`config.mk`:
```
export PLATFORM = sky130hd
export DESIGN_NAME = module_fsm_despliegue
export DESIGN_NICKNAME = d
export VERILOG_FILES = /design/src/rtl/module_fsm_despliegue_pkg.sv /design/src/rtl/module_fsm_despliegue_refresh_scan.sv /design/src/rtl/module_fsm_despliegue.sv
export SDC_FILE = /design/constraint.sdc
export NUM_CORES = 1
export LEC_CHECK = 0
export ABC_AREA = 1
export ABC_CLOCK_PERIOD_IN_PS = 4200
export BUFFER_PORTS_ARGS = -buffer_cell sky130_fd_sc_hd__buf_2
export CORE_ASPECT_RATIO = 0.75
export CORE_MARGIN = 2
export CORE_UTILIZATION = 40
export DETAILED_ROUTE_END_ITERATION = 12
export GPL_TIMING_DRIVEN = 0
export PLACE_DENSITY = 0.56
export SYNTH_ARGS = -nofsm -noshare
export SYNTH_HDL_FRONTEND = slang
export SYNTH_SLANG_ARGS = --single-unit
```
`constraint.sdc`:
```
create_clock -name clk -period 4.2 [get_ports clk]
set_clock_uncertainty 0.2 [all_clocks]
set_input_delay 0.42 -clock clk [delete_from_list [all_inputs] [get_ports clk]]
set_output_delay 0.42 -clock clk [all_outputs]
set_load 0.02 [all_outputs]
```
`src/rtl/module_fsm_despliegue_pkg.sv`:
```
// Shared types and constants for the 7-segment display control path.
package pkg_despliegue;

  typedef enum logic [1:0] {
    IDLE   = 2'd0,
    SHOW_A = 2'd1,
    SHOW_B = 2'd2,
    SHOW_P = 2'd3
  } state_t;

  localparam logic [2:0] SEL_NONE = 3'b000;
  localparam logic [2:0] SEL_A    = 3'b001;
  localparam logic [2:0] SEL_B    = 3'b010;
  localparam logic [2:0] SEL_P    = 3'b100;

  localparam int NUM_DIGITS = 3;

  // Display mux select driven for each state.
  function automatic logic [2:0] sel_of(state_t s);
    case (s)
      SHOW_A:  sel_of = SEL_A;
      SHOW_B:  sel_of = SEL_B;
      SHOW_P:  sel_of = SEL_P;
      default: sel_of = SEL_NONE;
    endcase
  endfunction

endpackage

```
`src/rtl/module_fsm_despliegue_refresh_scan.sv`:
```
// Digit scanner: refresh counter, digit rotation and active-low anode decode.
// en is the next-cycle "display active" level, so the first enabled edge
// already shows digit 0 with the counter at 0.
module module_refresh_scan
  import pkg_despliegue::*;
#(
  parameter int REFRESH_DIV = 27000,
  parameter int CNT_W       = 20
) (
  input  logic                  clk,
  input  logic                  rst,
  input  logic                  en,
  output logic [NUM_DIGITS-1:0] anodo
);

  logic [CNT_W-1:0]      cnt_q;
  logic [1:0]            idx_q;
  logic [1:0]            idx_d;
  logic                  act_q;
  logic                  wrap;
  logic [NUM_DIGITS-1:0] anodo_q;

  // Next digit index: advance on counter wrap, 2 rolls back to 0.
  always_comb begin
    wrap  = (cnt_q == CNT_W'(REFRESH_DIV - 1));
    idx_d = idx_q;
    if (wrap)
      idx_d = (idx_q == 2'(NUM_DIGITS - 1)) ? 2'd0 : idx_q + 2'd1;
  end

  // Scan registers; idle or reset blanks all digits and clears position.
  always_ff @(posedge clk) begin
    if (rst || !en) begin
      cnt_q   <= '0;
      idx_q   <= '0;
      act_q   <= 1'b0;
      anodo_q <= '1;
    end else if (!act_q) begin
      cnt_q   <= '0;
      idx_q   <= '0;
      act_q   <= 1'b1;
      anodo_q <= ~NUM_DIGITS'(1);
    end else begin
      cnt_q   <= wrap ? '0 : cnt_q + CNT_W'(1);
      idx_q   <= idx_d;
      anodo_q <= ~(NUM_DIGITS'(1) << idx_d);
    end
  end

  assign anodo = anodo_q;

endmodule

```
`src/rtl/module_fsm_despliegue.sv`:
```
// Display control FSM: chooses A / B / product for the 7-seg mux, strobes the
// display shift register after each source change and drives the digit scan.
module module_fsm_despliegue
  import pkg_despliegue::*;
#(
  parameter int REFRESH_DIV = 27000,
  parameter int CNT_W       = 20
) (
  input  logic       clk,
  input  logic       rst,
  input  logic       a_load,
  input  logic       b_load,
  input  logic       mult_done,
  input  logic       clear,
  output logic [2:0] sel,
  output logic       load_disp,
  output logic [2:0] anodo,
  output logic       blank
);

  state_t     state_q, state_d;
  logic       entry;
  logic       pend_q;
  logic       ld_q;
  logic [2:0] sel_q;
  logic       blank_q;

  // Next state with priority clear > a_load > b_load > mult_done; entry
  // flags any accepted move into a showing state (re-entry of SHOW_A too).
  always_comb begin
    state_d = state_q;
    entry   = 1'b0;
    if (clear) begin
      state_d = IDLE;
    end else if (a_load) begin
      state_d = SHOW_A;
      entry   = 1'b1;
    end else if (b_load && state_q == SHOW_A) begin
      state_d = SHOW_B;
      entry   = 1'b1;
    end else if (mult_done && state_q == SHOW_B) begin
      state_d = SHOW_P;
      entry   = 1'b1;
    end
  end

  // State and registered outputs. An entry arms pend_q; the strobe fires the
  // cycle after, and is held off one cycle if it would follow another strobe.
  always_ff @(posedge clk) begin
    if (rst) begin
      state_q <= IDLE;
      sel_q   <= SEL_NONE;
      blank_q <= 1'b1;
      ld_q    <= 1'b0;
      pend_q  <= 1'b0;
    end else begin
      state_q <= state_d;
      sel_q   <= sel_of(state_d);
      blank_q <= (state_d == IDLE);
      ld_q    <= pend_q & ~ld_q;
      pend_q  <= entry | (pend_q & ld_q);
    end
  end

  module_refresh_scan #(
    .REFRESH_DIV (REFRESH_DIV),
    .CNT_W       (CNT_W)
  ) u_scan (
    .clk   (clk),
    .rst   (rst),
    .en    (state_d != IDLE),
    .anodo (anodo)
  );

  assign sel       = sel_q;
  assign load_disp = ld_q;
  assign blank     = blank_q;

endmodule

```
==> summary.txt, run 1 <==
Clock tree
  • CTS root buffer: clkbuf_8
  • Bufs on Longest Clock Path: 2
  • H-tree depth: 2
  • CTS tree: yes
  • Sink Count: 34
  • Clk pin slew, worst setup/hold paths: 0.07 ns
  • Clock Latency Late Sink: 0.29 ns
  • Hold Buf Count CTS: 0
  • Total CTS buffers: 5
  • Post-CTS sizing: 0
  • Post-CTS Setup Repair Bufs: 0

Synthesis
  • Area share of the largest cell type after synthesis: 0.407
  • Sequential share of the synthesized area: 0.407
  • Cell type with the highest aggregate area in the netlist: dfxtp_1
  • Synth top area cells: dfxtp_1, nand2_1, nor2_2, nor2_1, inv_1
  • Synth Instances: 220
  • FFs w/ async S/R, synth: 0
  • Post-Syn Nets: 227
  • Post-synthesis register bit count: 34
  • Synth Warn #: 0
  • Cell Area, Synth: 1670 um^2
  • Synth Area per Inst: 7.60 um^2
  • Main synth FF type: dfxtp_1
  • Post-synth EDFFs: 0
  • Distinct cells, synth: 24

Status
  • Status: finished, final reports clean

GRT
  • Total gr overflow: 0
  • Number of global-route vias before repair: 1,151
  • Total GRT Usage: 0.152
  • First-pass GRT wire length: 5320 um
  • Largest net degree at the start of global routing: 13
  • Initial antenna violation count: 0

Critical path
  • CP arrival: 1.77 ns
  • Req. time, crit path: 4.19 ns
  • Crit path kind: flip-flop to flip-flop
  • Worst path slowest cell: dfxtp_1
  • WP buf/inv: 1
  • Setup crit start kind: flip-flop
  • Crit end category: flip-flop
  • Crit path max fanout: 6
  • Critical path cell sequence: ha_1 -> nand3_1 -> nor2_2 -> nand3_1 -> xor2_1 -> inv_1 -> nor2_2
  • CP top delay family: simple AND/OR/NAND/NOR gates
  • Reg2Reg Setup Slack: 2.41 ns
  • CP peak stage delay: 0.40 ns

Place
  • Port Buffers: 13
  • DP HPWL: 2330 um
  • GPL Wtd Cong: 0.828
  • Post-DP Area: 1810 um^2

Detailed routing
  • Drt total wl: 3070 um
  • DRC Markers: 0
  • DRT antenna net count: 0
  • DR WL/cell: 10.4 um
  • Post-DR vias/cell: 4.38
  • First-pass DRT Iterations: 4
  • Routed vias: 1,296
  • Iteration-0 DRC Markers: 73

Layout
  • Nets: 247
  • Fillers: 400
  • Diodes inserted: 0
  • Syn-to-layout area delta: 14.8%
  • Layout cells sized above 1: 0.282
  • Design area: 1920 um^2

Floorplanning
  • Initial Utilization: 0.415
  • Die footprint: 4720 um^2
  • Die width: 78.7 um
  • Chip Height: 60.0 um
  • Row count: 20
  • # IOs: 14
  • Core area: 4030 um^2

Timing
  • Min Clock Period, post-route: 1.79 ns
  • Final Hold Fails: 0
  • Fin. max-slew vios: 0
  • Relative slew slack: 0.840
  • Setup_tns: 0 ns
  • Period utilisation layout: 0.426
  • F_max: 0.559 GHz
  • Worst Max-Slew Pin Slew: 0.240 ns
  • Final hold slack: 0.0927 ns
  • Unrepaired setup endpoints after global routing: no
  • Final setup vio count: 0

Power
  • Int Power: 508 uW
  • Flop pwr share: 0.508
  • Switching share of power: 0.213
  • Clock power frac: 0.466
  • Comb pwr share: 0.026
  • Cell area power density: 336 nW/um^2
  • Pleak: 0.000661 uW
  • VDD IR max: 0.185 mV
  • Net Switching: 137 uW

Job
  • Total of max-cap violations: 0

Hold path
  • Hold crit path type: input port to flip-flop
==> synth_stat cells, types with 2 or more instances <==
master	count
buf_6	2
dfxtp_1	34
inv_1	28
inv_2	4
nand2_1	40
nand2_2	9
nand3_1	12
nand3_2	4
nand4_1	4
nor2_1	30
nor2_2	23
nor2_4	3
nor3_1	2
xnor2_1	5
xor2_1	11
==> cell usage in the layout, fill, tap and decap left out, drive strengths merged <==
cell type	n
nand3	17
xnor2	5
nand2	49
nor2	56
a21oi	1
inv	32
nand4	4
xor2	11
o211ai	1
buf	15
bufinv	1
clkinvlp	2
clkbuf	5
and2	1
nor3	3
a22oi	1
dfxtp	34
clkinv	1
ha	1
nand3b	1
==> state kept, by name (all words and copies together), names as in the netlist <==
name          flops
blank             1
load_disp         1
pend_q            1
sel               3
state_q           2
u_scan.act_q      1
u_scan.anodo      3
u_scan.cnt_q     20
u_scan.idx_q      2
==> per-layer routing <==
layer  vias to the layer above  track usage  part of all wire
met4                         0       0.0827            0.0095
met1                       553        0.217              0.53
met3                         4       0.0453             0.056
met5                         -            0                 0
li1                        707            -                 -
met2                        32        0.204              0.40
==> logic make-up after synthesis <==
family,synth area share
AO/OA/AOI/OAI,0.0120
XOR/XNOR,0.0838
AND/OR/NAND/NOR,0.402
flip-flops,0.407
adder cells (fa/ha/maj),0.00748
buffers and inverters,0.0875
==> area by class of cell <==
class	count	area (um^2)	area share
plain buffers	2	22.5	0.0117
inverters	33	124	0.0645
repair buffers	13	65.1	0.0339
well taps	55	68.8	0.0358
multi-input cells	151	846	0.440
clock inverters	3	45.0	0.0235
flip-flops and latches	34	681	0.354
clock buffers	5	68.8	0.0358
==> power by group through the flow <==
stage / clock network [uW] / logic (uW) / registers [uW]
after floorplan: 0 / 8.89 / 337
after global placement: 0 / 17.2 / 335
after detailed placement: 0 / 17.4 / 335
after CTS: 315 / 17.4 / 328
after global routing: 326 / 19.6 / 328
final: 301 / 17.1 / 328
==> per-stage QoR <==
step	setup slack, ns	utilization	instances	power, uW
2_1_floorplan	2.62	-	220	346
3_3_place_gp	2.39	0.448	288	352
3_5_place_dp	2.40	0.448	288	353
4_1_cts	2.39	0.477	296	660
5_1_grt	2.23	0.477	296	674
6_report	2.41	0.477	296	646
==> worst reg2reg max path: cells and delay by family, from the launching register on <==
kind                     cells  cell delay (ns)
adder cells (fa/ha/maj)      1             0.31
flip-flops                   1             0.40
XOR/XNOR                     1             0.15
buffers and inverters        1             0.06
AND/OR/NAND/NOR              4             0.56
==> path summary, 6_finish.rpt <==
path,startpoint,depth (start not counted),end
setup / recovery,u_scan.cnt_q[0]$_SDFF_PP0_,7,u_scan.cnt_q[14]$_SDFF_PP0_
hold / removal,rst,2,pend_q$_SDFF_PP0_
setup reg to reg,u_scan.cnt_q[0]$_SDFF_PP0_,7,u_scan.cnt_q[14]$_SDFF_PP0_
hold reg to reg,pend_q$_SDFF_PP0_,2,load_disp$_SDFF_PP0_
(Power assumes the default switching activity.)
==> run 2, diff against run 1 <==
Settings changed: ABC_CLOCK_PERIOD_IN_PS 4200 to 1750.
Clock period 4.2 ns to 1.75 ns, I/O delays scaled along.
==> run 2 against run 1 <==
Routed wire length up 1.8%. Fmax up 13%. Highest routed layer unchanged. Via count up 0.85%. Clock-buffer cell count unchanged. Clock power up 140%. Setup slack worse by 2.2 ns. Global-route usage up 0.20 points.
==> summary.txt, run 2 (synthesis gave the netlist of run 1 again) <==
Status
  • Status: finished, final reports clean (unchanged)

Floorplanning
  • Initial Utilization: 0.415 (unchanged)
  • # IOs: 14 (unchanged)
  • Die width: 78.7 um (unchanged)
  • Row count: 20 (unchanged)
  • Chip Height: 60.0 um (unchanged)
  • Core area: 4030 um^2 (unchanged)
  • Die footprint: 4720 um^2 (unchanged)

Place
  • Placement Setup Slack: -0.0459 ns (was 2.40 ns)
  • Post-DP Area: 1810 um^2 (unchanged)
  • Port Buffers: 13 (unchanged)
  • DP Cell Count: 288 (unchanged)
  • GPL Wtd Cong: 0.828 (unchanged)
  • DP HPWL: 2330 um (unchanged)

Hold path
  • Worst hold start: mult_done (was rst)
  • Hold Path Depth: 4 (was 2)
  • Sink of the worst hold path: sel[1]$_SDFF_PP0_ (was pend_q$_SDFF_PP0_)
  • Hold crit path type: input port to flip-flop (unchanged)

Layout
  • Diodes inserted: 0 (unchanged)
  • Post-layout util: 0.491 (was 0.477)
  • Non-Filler Instances: 300 (was 296)
  • Nets: 251 (was 247)
  • Design area: 1980 um^2 (was 1920 um^2)
  • Largest register FFs: 20 (unchanged)
  • Layout cells sized above 1: 0.298 (was 0.282)
  • Most common cell after layout, fill and taps aside: nand2_1 (unchanged)
  • Syn-to-layout area delta: 18.2% (was 14.8%)
  • Most flops, register: u_scan.cnt_q (unchanged)
  • Most frequent cells in the layout: nand2_1, dfxtp_1, nor2_1, inv_1, nor2_2 (unchanged)

GRT
  • Total GRT Usage: 0.154 (was 0.152)
  • First-pass GRT wire length: 5400 um (was 5320 um)
  • Initial antenna violation count: 0 (unchanged)
  • Total gr overflow: 0 (unchanged)
  • Number of global-route vias before repair: 1,165 (was 1,151)
  • Largest net degree at the start of global routing: 13 (unchanged)

Timing
  • Min Clock Period, post-route: 1.59 ns (was 1.79 ns)
  • Setup_tns: 0 ns (unchanged)
  • Relative slew slack: 0.837 (was 0.840)
  • Slack of the critical path: 0.161 ns (was 2.41 ns)
  • Unrepaired setup endpoints after global routing: no (unchanged)
  • Final setup vio count: 0 (unchanged)
  • Period utilisation layout: 0.908 (was 0.426)
  • Final Hold Fails: 0 (unchanged)
  • Fin. max-slew vios: 0 (unchanged)
  • F_max: 0.629 GHz (was 0.559 GHz)
  • Worst Max-Slew Pin Slew: 0.244 ns (was 0.240 ns)

Power
  • Pleak: 0.000676 uW (was 0.000661 uW)
  • VDD IR max: 0.442 mV (was 0.185 mV)
  • Cell area power density: 788 nW/um^2 (was 336 nW/um^2)

Detailed routing
  • DRC Markers: 0 (unchanged)
  • Post-DR vias/cell: 4.36 (was 4.38)
  • Iteration-0 DRC Markers: 68 (was 73)
  • First-pass DRT Iterations: 4 (unchanged)
  • Drt total wl: 3120 um (was 3070 um)
  • DRT antenna net count: 0 (unchanged)
  • Routed vias: 1,307 (was 1,296)
  • DR WL/cell: 10.4 um (about the same)

Critical path
  • Crit path max fanout: 10 (was 6)
  • Worst reg2reg endpoint: u_scan.cnt_q[19]$_SDFF_PP0_ (was u_scan.cnt_q[14]$_SDFF_PP0_)
  • Req. time, crit path: 1.74 ns (was 4.19 ns)
  • Crit path kind: flip-flop to flip-flop (unchanged)
  • Reg2Reg Setup Slack: 0.16 ns (was 2.41 ns)
  • CP arrival: 1.58 ns (was 1.77 ns)
  • Setup crit start kind: flip-flop (unchanged)
  • Cells on worst reg2reg path: 8 (was 7)
  • R2r startpoint: u_scan.cnt_q[4]$_SDFF_PP0_ (was u_scan.cnt_q[0]$_SDFF_PP0_)
  • Crit end category: flip-flop (unchanged)

Clock tree
  • H-tree depth: 2 (unchanged)
  • Total CTS buffers: 5 (unchanged)
  • CTS root buffer: clkbuf_8 (unchanged)
  • Sink Count: 34 (unchanged)
  • Clk pin slew, worst setup/hold paths: 0.07 ns (about the same)
  • Clock Latency Late Sink: 0.29 ns (about the same)
  • CTS tree: yes (unchanged)
  • Bufs on Longest Clock Path: 2 (unchanged)

Job
  • Total of max-cap violations: 0 (unchanged)
[run 2: cell types whose count changed in the layout (fill, tap and decap cells not counted), sizes merged]
cell / delta
dlygate4sd3: +3
buf: +1
[run 2: worst max path at each step]
| stage | from | to | slack [ns] | cells after the start |
|---|---|---|---|---|
| finish | u_scan.cnt_q[4]$_SDFF_PP0_ | u_scan.cnt_q[19]$_SDFF_PP0_ | 0.16 | 8 |
| detailed placement | u_scan.cnt_q[0]$_SDFF_PP0_ | u_scan.cnt_q[14]$_SDFF_PP0_ | -0.05 | 7 |
| global route | u_scan.cnt_q[1]$_SDFF_PP0_ | u_scan.anodo[0]$_SDFF_PN1_ | 0.01 | 10 |
| CTS | u_scan.cnt_q[0]$_SDFF_PP0_ | u_scan.cnt_q[13]$_SDFF_PP0_ | 0.02 | 7 |
| floorplan | u_scan.cnt_q[0]$_SDFF_PP0_ | u_scan.cnt_q[17]$_SDFF_PP0_ | 0.17 | 7 |
| global placement | u_scan.cnt_q[0]$_SDFF_PP0_ | u_scan.cnt_q[14]$_SDFF_PP0_ | -0.06 | 7 |
[run 2: where the power goes]
group | total (uW) | internal (uW) | switching [uW]
Combinational | 47.6 | 19.8 | 27.8
Clock | 724 | 423 | 301
Sequential | 787 | 782 | 4.91
[run 2: cell type report]
class,instances,area (um^2)
Fill cell,397,2050
Multi-Input combinational cell,151,863
Sequential cell,34,682
Inverter,33,124
Timing Repair Buffer,17,103
Clock buffer,5,68.8
Tap cell,55,68.8
Clock inverter,3,45.0
Buffer,2,22.5
[run 2: worst max-delay path: stages (launching register included)]
cell     delay, ns
dfxtp_1       0.38
nand2_1       0.18
inv_2         0.10
nand2_2       0.06
nor2_4        0.13
nand3_4       0.10
nand3_2       0.11
buf_6         0.17
nor2_1        0.05
[run 2: per-layer routing]
| layer | vias to the layer above | track usage | part of all wire |
|---|---|---|---|
| met4 | 0 | 0.0827 | 0.021 |
| met5 | - | 0 | 0 |
| met2 | 17 | 0.210 | 0.39 |
| li1 | 716 | - | - |
| met3 | 8 | 0.0453 | 0.038 |
| met1 | 566 | 0.218 | 0.55 |
[run 2: metrics by stage]
step	power (uW)	hold WS [ns]
global placement	846	0.150
global route	1620	0.0497
detailed placement	846	0.155
CTS	1590	0.000149
floorplan	831	0.0474
finish	1560	0.0229
[run 2: what timing repair did]
action,in CTS,in global routing
gates resized for setup,1,4
pin swaps,1,0
setup endpoints to repair,21,23
endpoints found under the hold margin,4,0
buffers inserted,1,0
hold buffers,3,0
